--- src/rtl/mux_2to1_stream_arb.sv ---
// Two-source valid/ready merge with round-robin grant and a registered output slice.
// Define MUX2_PKT_LOCK_EN to hold the grant on one source until its packet ends.
module mux_2to1_stream_arb #(
  parameter int DW = 8
) (
  input  logic          clk,
  input  logic          rst,
  input  logic          en,
  input  logic          in0_valid,
  input  logic [DW-1:0] in0_data,
  input  logic          in0_last,
  output logic          in0_ready,
  input  logic          in1_valid,
  input  logic [DW-1:0] in1_data,
  input  logic          in1_last,
  output logic          in1_ready,
  output logic          out_valid,
  output logic [DW-1:0] out_data,
  output logic          out_last,
  output logic          out_src,
  input  logic          out_ready
);

  logic space;
  logic load;
  logic rr;
  logic grant;
  logic gvalid;
  logic glast;
  logic lg_upd;
  logic last_grant;

  assign space  = ~out_valid | out_ready;
  assign rr     = (in0_valid & in1_valid) ? ~last_grant
                                          : in1_valid;
  assign gvalid = grant ? in1_valid : in0_valid;
  assign glast  = grant ? in1_last : in0_last;
  assign load   = en & space & gvalid;

  assign in0_ready = load & ~grant;
  assign in1_ready = load & grant;

`ifdef MUX2_PKT_LOCK_EN
  typedef enum logic [1:0] {
    ARB,
    LOCK0,
    LOCK1
  } state_t;

  state_t state;
  state_t state_nx;

  always_ff @(posedge clk) begin
    if (rst) state <= ARB;
    else     state <= state_nx;
  end

  // A locked source keeps the grant even while it is idle.
  always_comb begin
    state_nx = state;
    grant    = rr;
    unique case (1'b1)
      state == LOCK0: grant = 1'b0;
      state == LOCK1: grant = 1'b1;
      default:        grant = rr;
    endcase
    if (load) begin
      if (glast)      state_nx = ARB;
      else if (grant) state_nx = LOCK1;
      else            state_nx = LOCK0;
    end
  end

  assign lg_upd = load & glast;
`else
  assign grant  = rr;
  assign lg_upd = load;
`endif

  always_ff @(posedge clk) begin
    if (rst) begin
      out_valid  <= 1'b0;
      out_data   <= '0;
      out_last   <= 1'b0;
      out_src    <= 1'b0;
      last_grant <= 1'b1;
    end else begin
      if (load) begin
        out_valid <= 1'b1;
        out_data  <= grant ? in1_data : in0_data;
        out_last  <= glast;
        out_src   <= grant;
      end else if (out_ready) begin
        out_valid <= 1'b0;
      end
      if (lg_upd) last_grant <= grant;
    end
  end

endmodule

--- config.mk ---
export PLATFORM = sky130hd
export DESIGN_NAME = mux_2to1_stream_arb
export DESIGN_NICKNAME = d
export VERILOG_FILES = /design/src/rtl/mux_2to1_stream_arb.sv
export SDC_FILE = /design/constraint.sdc
export NUM_CORES = 1
export LEC_CHECK = 0
export CORE_MARGIN = 2
export CORE_UTILIZATION = 25
export DETAILED_ROUTE_END_ITERATION = 7
export GPL_TIMING_DRIVEN = 0
export PLACE_DENSITY = 0.64
export RECOVER_POWER = 25
export SLEW_MARGIN = 20
export SYNTH_ARGS = -nofsm -noshare
export SYNTH_HDL_FRONTEND = slang
export SYNTH_SLANG_ARGS = --single-unit
--- constraint.sdc ---
create_clock -name clk -period 2.6 [get_ports clk]
set_input_delay 0.52 -clock clk [delete_from_list [all_inputs] [get_ports clk]]
set_output_delay 0.52 -clock clk [all_outputs]
set_load 0.005 [all_outputs]
==> results.yml <==
global_routing:
  grt_max_degree: 11
  grt_use_total_pct: 15.4
  grt-ovfl-total: 0
  grt_pass1_wl_um: 3060
  antenna_found_initial: 0
  grt_pass1_vias: 680
route:
  dr.pass1.iters: 4
  routedLengthMet1_um: 817
  drc_errors: 0
  ant_nets: 0
  wl_met2_um: 895
  vias_per_cell: 4.74
  vias: 645
  drt-initial-drc-count: 7
  top_layer_used: "met4"
  wl_met3_um: 131
  wl_um: 1860
  routedWlPerCell_um: 13.7
placement:
  port-buffer-count: 36
  placed_cell_area_sq_um: 960
  place_ws_ps: 17.0
  gp_congestion: 0.714
  dp_hpwl_um: 1370
critical_path:
  r2r_setup_slack_ps: 1270
  r2r-start: "out_valid"
  cp-end-kind: "output port"
  r2r_end: "out_last"
  critPathMaxFanout: 10
  worst_ep_required_time_ps: 2080
  cp-startpoint: "en"
  endpoint: "in0_ready"
  worstSetupPathType: "input pin to output port"
  worstSetupStartpointType: "input pin"
  rr_worst_depth: 4
  cp.arrival_ps: 1990
die:
  die_width_um: 51.5
  io_pins: 37
  die_y_um: 51.5
  die_area_sq_um: 2650
  rows: 17
  core_area_sq_um: 2170
  start_util_pct: 26.0
timing:
  min_period_ps: 2510
  setup_slack_ps: 93.5
  rsz0062_at_grt: "false"
  setup_viol: 0
  hold_ws_ps: 511
  post-route-period-util_pct: 96.4
  relSlewSlack_pct: 67.4
  tns_ps: 0
  max_freq_ghz: 0.399
  hold_violations: 0
  report.final.slew_viol_count: 0
  clock_skew_ps: 3.82
  tightest_slew_ps: 489
clocking:
  cts_tree: "done"
  cts_sinks: 12
  htreeDepth: 1
  cts.path.max_buffers: 2
  cts_buffers: 3
  holdBufCountCts: 0
  clk_latency_ps: 260
  root_buffer: "clkbuf_4"
  post_cts_buffers: 0
  clk_pin_slew_ps: 80
  cts_resized: 0
synthesis:
  ys_seq_area_share_pct: 42.6
  synth.area.top_cells: "dfxtp_1 43%, a311oi_1 14%, nand2_1 13%"
  synth_top_area_share_pct: 42.6
  ys_warn_count: 0
  synth_compound_area_share_pct: 32.4
  synth_cell_types: 20
  synthAdderAreaFrac_pct: 0
  syn_area_sq_um: 564
  synthXorXnorAreaFrac_pct: 0
  synthesis.nets: 92
  synth_area_leader_cell: "dfxtp_1"
  synth_top_family_by_area: "compound AO/OA/AOI/OAI gates"
  muxShareOfSynthArea_pct: 0
  ys_seq_elements: 12
  synth.avg_cell_area_sq_um: 8.30
  synth-simple-area-share_pct: 17.5
  postSynthCellCount: 68
power_and_ir_drop:
  p_clk_share_pct: 29.9
  internal-power_uw: 363
  power_leakage_uw: 0.000394
  swShare_pct: 24.3
  vdd_ir_drop_max_uv: 206
  p_comb_share_pct: 26.9
  seq_power_share_pct: 43.2
  switchingPower_uw: 117
  powerDensity_nw_per_um2: 480
job:
  cap_violations: 0
status:
  status: "finished clean"
finish:
  mostFrequentLayoutCell: "clkdlybuf4s50_1"
  drive_above_1_share_pct: 10.2
  fillCellCount: 229
  final_area_sq_um: 1000
  area_growth_pct: 77.2
  nets: 133
  layout_common_cells: "32 x clkdlybuf4s50_1, 19 x nand2_1, 12 x dfxtp_1"
  diodes: 0
  finish.utilization_pct: 46.1
min_path:
  hold_path_class: "register to register"
  whs_path_depth: 2
[cell families (layout without fill, tap and decap cells)]
group                  Yosys count  in the layout
AO/OA/AOI/OAI                   26             26
buffers and inverters            6             46
flip-flops                      12             12
AND/OR/NAND/NOR                 24             24
[stage by stage]
step           std cells  power [uW]
2_1_floorplan         68         262
3_3_place_gp         132         339
3_5_place_dp         132         342
4_1_cts              136         487
5_1_grt              136         505
6_report             136         480
[synthesized netlist by cell type]
cell type and instances:
inv_1 1, nand3_1 1, a211o_1 1, a21oi_1 11
nand2b_1 1, a21bo_2 1, o21a_2 1, buf_6 2
buf_2 1, clkbuf_1 1, nor2_1 1, nand2_1 19
dfxtp_1 12, a311oi_1 9, nor2b_1 1, o21ai_1 1
nor2_2 1, o21ai_0 1, buf_4 1, a21boi_2 1
[layout make-up]
type | instances | area, sq um | share of cell area (%)
repair buffers | 36 | 365 | 36.5
well taps | 28 | 35.0 | 3.50
inverters | 1 | 3.75 | 0.375
clock buffers | 4 | 36.3 | 3.63
plain buffers | 5 | 37.5 | 3.75
flip-flops and latches | 12 | 240 | 24.0
multi-input cells | 50 | 282 | 28.2
[critical path, stage by stage]
cell and delay (ps):
clkdlybuf4s50_1 480, o21a_2 160, buf_6 140, nand2_1 80, nor2_1 110, clkdlybuf4s50_1 510
[how the worst min path moves through the flow]
stage | from | end | slack (ps)
after floorplan | out_src | out_src | 470
after global placement | out_src | out_src | 470
after detailed placement | out_src | out_src | 490
after CTS | out_src | out_src | 500
after global routing | out_src | out_src | 540
final | out_src | out_src | 510
[power by group through the flow]
| stage | sequential, uW | clock, uW | combinational (uW) |
|---|---|---|---|
| 6_report | 207 | 144 | 129 |
| 5_1_grt | 210 | 154 | 141 |
| 4_1_cts | 208 | 148 | 131 |
| 3_5_place_dp | 212 | 0 | 130 |
| 3_3_place_gp | 211 | 0 | 128 |
| 2_1_floorplan | 212 | 0 | 50.1 |
[state kept, by name (all words and copies together), names as in the netlist]
signal      cells
out_last        1
last_grant      1
out_valid       1
out_data        8
out_src         1
[per-layer routing]
metal / track usage (%) / up-vias
met3: 4.31 / 2
met5: 0 / -
met1: 18.4 / 294
met2: 26.9 / 23
li1: - / 326
met4: 3.95 / 0
(Power assumes the default switching activity.)
